## src/rtl/mem_arb_pkg.sv

```systemverilog
// Shared types for the unified-memory port arbiter: FSM states, port owners
// and the width of the read-latency counter.
package mem_arb_pkg;

    typedef enum logic [1:0] {
        IDLE  = 2'd0,
        ISSUE = 2'd1,
        WAIT  = 2'd2,
        RESP  = 2'd3
    } state_e;

    typedef enum logic {
        FETCH = 1'b0,
        DATA  = 1'b1
    } owner_e;

    localparam int LAT_W = 3;

endpackage

```

## src/rtl/mem_port_arbiter_arb_pick.sv

```systemverilog
// Combinational picker: data has priority, but a fetch waiting behind a data
// grant always wins the next arbitration so the fetch side is never starved.
module arb_pick
    import mem_arb_pkg::*;
(
    input  logic   i_req,
    input  logic   d_pending,
    input  owner_e last_grant,
    output logic   grant_valid,
    output owner_e grant_owner
);

    always_comb begin
        grant_valid = i_req | d_pending;
        grant_owner = FETCH;
        if (d_pending && !(last_grant == DATA && i_req)) begin
            grant_owner = DATA;
        end
    end

endmodule

```

## src/rtl/mem_port_arbiter.sv

```systemverilog
// Single-ported unified memory shared between instruction fetch and data
// load/store; each access is sequenced IDLE -> ISSUE -> (WAIT) -> RESP.
module mem_port_arbiter
    import mem_arb_pkg::*;
#(
    parameter int ADDR_W = 16,
    parameter int DATA_W = 16,
    parameter int LAT    = 2
) (
    input  logic              clk,
    input  logic              rst,
    input  logic              hlt,
    input  logic              i_req,
    input  logic [ADDR_W-1:0] i_addr,
    output logic              i_rdy,
    output logic [DATA_W-1:0] i_data,
    input  logic              d_re,
    input  logic              d_we,
    input  logic [ADDR_W-1:0] d_addr,
    input  logic [DATA_W-1:0] d_wdata,
    output logic              d_rdy,
    output logic [DATA_W-1:0] d_rdata,
    output logic              mem_en,
    output logic              mem_we,
    output logic [ADDR_W-1:0] mem_addr,
    output logic [DATA_W-1:0] mem_wdata,
    input  logic [DATA_W-1:0] mem_rdata,
    output logic              busy,
    output logic              err
);

    localparam logic [LAT_W-1:0] LAT_LAST = LAT_W'(LAT - 1);

    state_e             state_q;
    owner_e             owner_q;
    owner_e             last_grant_q;
    logic [LAT_W-1:0]   cnt_q;
    logic               i_rdy_q;
    logic               d_rdy_q;
    logic [DATA_W-1:0]  i_data_q;
    logic [DATA_W-1:0]  d_rdata_q;
    logic               mem_en_q;
    logic               mem_we_q;
    logic [ADDR_W-1:0]  mem_addr_q;
    logic [DATA_W-1:0]  mem_wdata_q;
    logic               busy_q;
    logic               err_q;

    logic               grant_valid;
    owner_e             grant_owner;

    arb_pick u_pick (
        .i_req       (i_req),
        .d_pending   (d_re | d_we),
        .last_grant  (last_grant_q),
        .grant_valid (grant_valid),
        .grant_owner (grant_owner)
    );

    // mem_we_q doubles as the latched access kind while the access is in flight.
    always_ff @(posedge clk) begin
        if (rst) begin
            state_q      <= IDLE;
            owner_q      <= FETCH;
            last_grant_q <= FETCH;
            cnt_q        <= '0;
            i_rdy_q      <= 1'b0;
            d_rdy_q      <= 1'b0;
            i_data_q     <= '0;
            d_rdata_q    <= '0;
            mem_en_q     <= 1'b0;
            mem_we_q     <= 1'b0;
            mem_addr_q   <= '0;
            mem_wdata_q  <= '0;
            busy_q       <= 1'b0;
            err_q        <= 1'b0;
        end else begin
            mem_en_q <= 1'b0;
            i_rdy_q  <= 1'b0;
            d_rdy_q  <= 1'b0;
            case (state_q)
                IDLE: begin
                    if (!hlt && grant_valid) begin
                        state_q      <= ISSUE;
                        busy_q       <= 1'b1;
                        owner_q      <= grant_owner;
                        last_grant_q <= grant_owner;
                        mem_en_q     <= 1'b1;
                        if (grant_owner == DATA) begin
                            mem_addr_q  <= d_addr;
                            mem_we_q    <= d_we;
                            mem_wdata_q <= d_we ? d_wdata : '0;
                            if (d_re && d_we) begin
                                err_q <= 1'b1;
                            end
                        end else begin
                            mem_addr_q  <= i_addr;
                            mem_we_q    <= 1'b0;
                            mem_wdata_q <= '0;
                        end
                    end
                end
                ISSUE: begin
                    mem_we_q <= 1'b0;
                    if (mem_we_q) begin
                        state_q <= RESP;
                        d_rdy_q <= 1'b1;
                    end else begin
                        state_q <= WAIT;
                        cnt_q   <= LAT_LAST;
                    end
                end
                WAIT: begin
                    if (cnt_q == '0) begin
                        state_q <= RESP;
                        if (owner_q == DATA) begin
                            d_rdata_q <= mem_rdata;
                            d_rdy_q   <= 1'b1;
                        end else begin
                            i_data_q <= mem_rdata;
                            i_rdy_q  <= 1'b1;
                        end
                    end else begin
                        cnt_q <= cnt_q - LAT_W'(1);
                    end
                end
                RESP: begin
                    state_q <= IDLE;
                    busy_q  <= 1'b0;
                end
                default: begin
                    state_q <= IDLE;
                    busy_q  <= 1'b0;
                end
            endcase
        end
    end

    assign i_rdy     = i_rdy_q;
    assign i_data    = i_data_q;
    assign d_rdy     = d_rdy_q;
    assign d_rdata   = d_rdata_q;
    assign mem_en    = mem_en_q;
    assign mem_we    = mem_we_q;
    assign mem_addr  = mem_addr_q;
    assign mem_wdata = mem_wdata_q;
    assign busy      = busy_q;
    assign err       = err_q;

endmodule

```

## config.mk

```make
export PLATFORM = sky130hd
export DESIGN_NAME = mem_port_arbiter
export DESIGN_NICKNAME = d
export VERILOG_FILES = /design/src/rtl/mem_arb_pkg.sv /design/src/rtl/mem_port_arbiter_arb_pick.sv /design/src/rtl/mem_port_arbiter.sv
export SDC_FILE = /design/constraint.sdc
export NUM_CORES = 1
export LEC_CHECK = 0
export CORE_UTILIZATION = 45
export DETAILED_ROUTE_END_ITERATION = 16
export GPL_TIMING_DRIVEN = 1
export PLACE_DENSITY = 0.94
export SYNTH_ARGS = -nofsm -noshare
export SYNTH_HDL_FRONTEND = slang
export SYNTH_SLANG_ARGS = --single-unit
```

## constraint.sdc

```tcl
create_clock -name clk -period 2.9 [get_ports clk]
set_input_delay 0.58 -clock clk [delete_from_list [all_inputs] [get_ports clk]]
set_output_delay 0.58 -clock clk [all_outputs]
set_load 0.05 [all_outputs]
```

---- After elaboration in Yosys (flattened, before gate mapping) ----
Index checks and enable logic that the tools add are counted.
word-level totals
  flip-flop bits (word level) ............. 76
  bits of input ports ..................... 70
  output and inout bits ................... 70
  word-level logic and storage cells ...... 70
operators by class
  add/subtract/negate cells ............... 1
  eq/ne operators ......................... 7
  mux-type cells .......................... 22
  bitwise gates (word level) .............. 6
  reduce and logical (&&, ||, !) cells .... 21
operators with widths
  cell                 count
  $mux 16              3
  $mux 1               10
  $reduce_and 3->1     3
  $ne 2x2->1 const B   4
  $pmux 2 s4           1
  $reduce_and 2->1     4
  $mux 3               2
  $pmux 1 s2           3
  $pmux 3 s2           1
  $reduce_bool 2->1    3
  $eq 2x2->1 const B   2
  $logic_and 1x1->1    4
  $mux 2               2
  $not 1->1            4
  $reduce_and 4->1     1
  $logic_not 3->1      1
  $reduce_or 3->1      1
  $sub 3x1->3 const B  1
  $eq 2x1->1 const B   1
  $logic_not 1->1      2
  $logic_not 2->1      1
  $or 1x1->1           2
  $reduce_or 2->1      1

---- Longest topological paths before layout ----
  depth in word-level cells ............... 7
  gate-level depth with buffers ........... 9
  depth with buffers taken out ............ 6

---- By module ----
Synthesis repeated with hierarchy kept, for this count alone.
second synthesis, totals
  cells, all modules ...................... 355
  area total of the unflattened synthesis .. 3158.0 um2
by module, submodules not included
  module            instances  cells an instance  area each (um2)  sequential area each (um2)
  mem_port_arbiter  1          353                3144.3           1521.5
  arb_pick          1          2                  13.8             0.0

---- Worst setup path before layout ----
No wires, ideal clock.
  path type ............................... flip-flop to flip-flop
  start ................................... register cnt_q[0]
  end ..................................... register i_data_q[10], in the netlist i_data[10]
  setup time .............................. 70 ps
  arrival ................................. 1546 ps
  data required time ...................... 2830 ps
  slack ................................... 1284 ps
  cell stages (with the launch flop) ...... 9
  buffers on the path ..................... 2
  clock period less this slack ............ 1616 ps
  cell sequence ........................... dfxtp_1 inv_1 ha_1 ha_1 buf_2 nand3b_1 clkbuf_1 nand2_1 a21oi_1
on the way
  cells in the longest elaborated chain, start to end .. 2
RTL lines
  item                        line                     RTL
  start: declaration          mem_port_arbiter.sv:37   logic [LAT_W-1:0] cnt_q;
  start signal: assignment    mem_port_arbiter.sv:124  cnt_q <= cnt_q - LAT_W'(1);
  $logic_not 3->1             mem_port_arbiter.sv:114  if (cnt_q == '0) begin
  $reduce_and 3->1 (no line)  -
  end signal: assignment      mem_port_arbiter.sv:120  i_data_q <= mem_rdata;
  end: declaration            mem_port_arbiter.sv:40   logic [DATA_W-1:0] i_data_q;
Every way passes these cells.
A chain may end at the register's enable or synchronous reset.

---- Worst setup path in the final report ----
  start ................................... input i_req
  end ..................................... register mem_addr_q[12], in the netlist mem_addr[12]
on the way
  cells in the longest elaborated chain, start to end .. 5
  elaborated cells on any way between the ends .. 8
  classes of those cells .................. mux (2); bitwise (1); reduce/logical (5)
RTL lines
  item                    line                             RTL
  start: declaration      mem_port_arbiter.sv:13           input logic i_req,
  $logic_and 1x1->1       mem_port_arbiter_arb_pick.sv:16  if (d_pending && !(last_grant == DATA && i_req)) begin
  $logic_not 1->1         mem_port_arbiter_arb_pick.sv:16
  $logic_and 1x1->1       mem_port_arbiter_arb_pick.sv:16
  $mux 1                  mem_port_arbiter_arb_pick.sv:16
  $mux 16                 mem_port_arbiter.sv:89           if (grant_owner == DATA) begin
  end signal: assignment  mem_port_arbiter.sv:90           mem_addr_q <= d_addr;
  end signal: assignment  mem_port_arbiter.sv:97           mem_addr_q <= i_addr;
  end: declaration        mem_port_arbiter.sv:44           logic [ADDR_W-1:0] mem_addr_q;
Parallel ways exist; a longest one is shown, timed or not.

==> out/metrics.yaml <==
outcome: "finished, final reports clean"
synth_area_leaders: "dfxtp_1, nand2_1, a21oi_1"
maxCapViolations: 0
cts_tree: "built"
n_fill_cell: 510
hold_viol: 0
ios: 140
tns_ns: 0
synthesis.area_sq_mm: 0.003132
vdd_drop_max_v: 0.0005615
synth-seq-area-share_pct: 48.58
dieArea_sq_mm: 0.007297
multi_input_area_sq_mm: 0.001449
met1_usage_pct: 27.98
use_met2_pct: 40.73
gp_routability_congestion: 0.7837
syn_to_final_growth_pct: 50.50
start_kind: "input port"
cts_buffer_depth: 2
timing.critical_path.buf_inv: 1
numCtsBuffers: 9
post-route-util_pct: 69.76
drt-wirelength-per-cell_um: 14.59
grt.total_usage_pct: 23.55
initial_core_util_pct: 46.35
p_per_area_mw_per_mm2: 808.5
path_delay_family: "simple AND/OR/NAND/NOR gates"
port-buffer-count: 139
finalSetupViolCount: 0
crit_slowest_cell: "nor2_1"
drv_slew: 0
synthFlopType: "dfxtp_1"
worstPathMaxFanout: 16
cp_cell_sequence: "clkdlybuf4s50_1 -> nor3_2 -> nor2_1 -> a311oi_1"
diodes: 0
period_minus_slack_ns: 2.158
first_pass_iters: 4
tightest_slew_ns: 1.003
post_cts_buffers: 0
first_iter_violations: 120
vias: 3210
synth_top_cell_by_area: "dfxtp_1"
clk_pin_slew_worst_paths_ns: 0.08
regArea_sq_mm: 0.001521
insertion_delay_ns: 0.33
ys_top_cells_by_count: "nand2_1, dfxtp_1, a21oi_1, nand3_1, o21ai_0"
dp_hpwl_um: 6129
die_h_um: 85.43
max_freq_mhz: 463.4
synth_edf_count: 0
coreArea_sq_mm: 0.006756
fp-row-count: 30
grt_overflow: 0
grt_pass1_vias: 3053
cts-root-buf: "clkbuf_8"
crit_type: "in -> reg"
arrival_ns: 2.31
avgSynthCellArea_sq_um: 8.156
post-route-drc-count: 0
antenna_found_initial: 0
ys_async_sr_fraction_pct: 0
grt-busiest-layer: "met2"
htree_levels: 3
nets: 585
regToRegSetupSlack_ns: 0.79
whs_ns: 0.4570
relSlewSlack_pct: 32.89
cp-end-kind: "flop"
drive_above_1_share_pct: 5.469
grtUsageMet3_pct: 6.518
ys_types: 34
cts_sinks: 76
rsz0062_at_grt: "no"
hp-class: "reg -> reg"
vias_per_cell: 5.422
grt_pass1_wl_um: 13760
wirelength_um: 8640
synth.most_common_cell: "nand2_1"
synth_nets: 461
skew_ns: 0.009641
grt_max_degree: 34
ctsHoldBuffers: 0
die_w_um: 85.43
timing.final.crit_share_pct: 74.42
ys_ff_latch: 76
leakage_nw: 1.645
syn-instance-count: 384
cpPeakStageDelay_ns: 0.77
synth.top_cell.area_share_pct: 48.58
cts-resized-gates: 0
ant_nets: 0
yosysWarnings: 0
worstPathRequired_ns: 3.05
-- final timing paths --
| check | from | end | cells past startpoint |
|---|---|---|---|
| hold reg to reg | d_rdata[9]$_SDFFE_PP0P_ | d_rdata[9]$_SDFFE_PP0P_ | 2 |
| setup / recovery | i_req | mem_addr[12]$_SDFFE_PP0P_ | 4 |
| setup reg to reg | state_q[0]$_SDFFE_PP0P_ | mem_addr[12]$_SDFFE_PP0P_ | 5 |
| hold / removal | d_rdata[9]$_SDFFE_PP0P_ | d_rdata[9]$_SDFFE_PP0P_ | 2 |
-- registers in the layout, indices dropped and copies added (netlist names), 2 cells and up --
name	count
d_rdata	16
i_data	16
mem_addr	16
mem_wdata	16
cnt_q	3
state_q	2
-- routing by layer --
layer,part of all wire (%),vias to the layer above,routed length [um]
li1,-,1579,-
met1,41,1498,3567
met2,51,123,4394
met3,6.6,10,574
met4,1.2,0,103
met5,0,-,0
-- power by group --
group          total [mW]  internal (mW)  switching, mW
clock network       0.777          0.394          0.383
registers            1.34           1.22          0.115
logic                1.70          0.608           1.09
-- cells in the final DEF, fill, tap and decap left out, drive strengths merged, types with 2 or more instances in the layout --
cell type	count
a21oi	73
a311oi	17
buf	6
o21ai	18
and2	2
nand3	20
and3b	2
clkinv	3
nand2b	4
inv	9
clkdlybuf4s50	138
ha	7
o31ai	2
nand4b	2
and3	2
a31oi	2
dfxtp	76
nor3	2
nor2	4
nand2	100
clkbuf	9
-- worst register-to-register path: stages, from the launching register on --
cell      delay [ns]
dfxtp_1         0.36
inv_1           0.14
ha_1            0.31
nand2b_1        0.11
nor2_1          0.78
a311oi_1        0.22
-- logic make-up after synthesis --
family | after synthesis | share of synthesized area [%]
AOI/OAI and AO/OA | 118 | 22.81
DFF | 76 | 48.58
buffers and inverters | 39 | 5.314
adders and majority gates | 7 | 2.797
and+or+nand+nor | 143 | 20.14
muxes | 1 | 0.3595
-- cell type report --
class,instances,share of cell area (%)
Clock buffer,9,2.628
Timing Repair Buffer,144,30.21
Clock inverter,6,1.380
Multi-Input combinational cell,269,30.74
Tap cell,80,2.124
Inverter,8,0.6371
Sequential cell,76,32.28
-- through the flow --
step	setup WS [ns]	power [mW]	instances	area, sq um
3_3_place_gp	0.5392	2.988	577	4524
2_1_floorplan	1.284	2.500	384	3132
5_1_grt	0.6036	4.017	592	4713
3_5_place_dp	0.4113	3.044	577	4524
4_1_cts	0.7246	3.822	592	4713
6_report	0.7419	3.811	592	4713
Note: power is estimated with default switching activity, not from simulation.
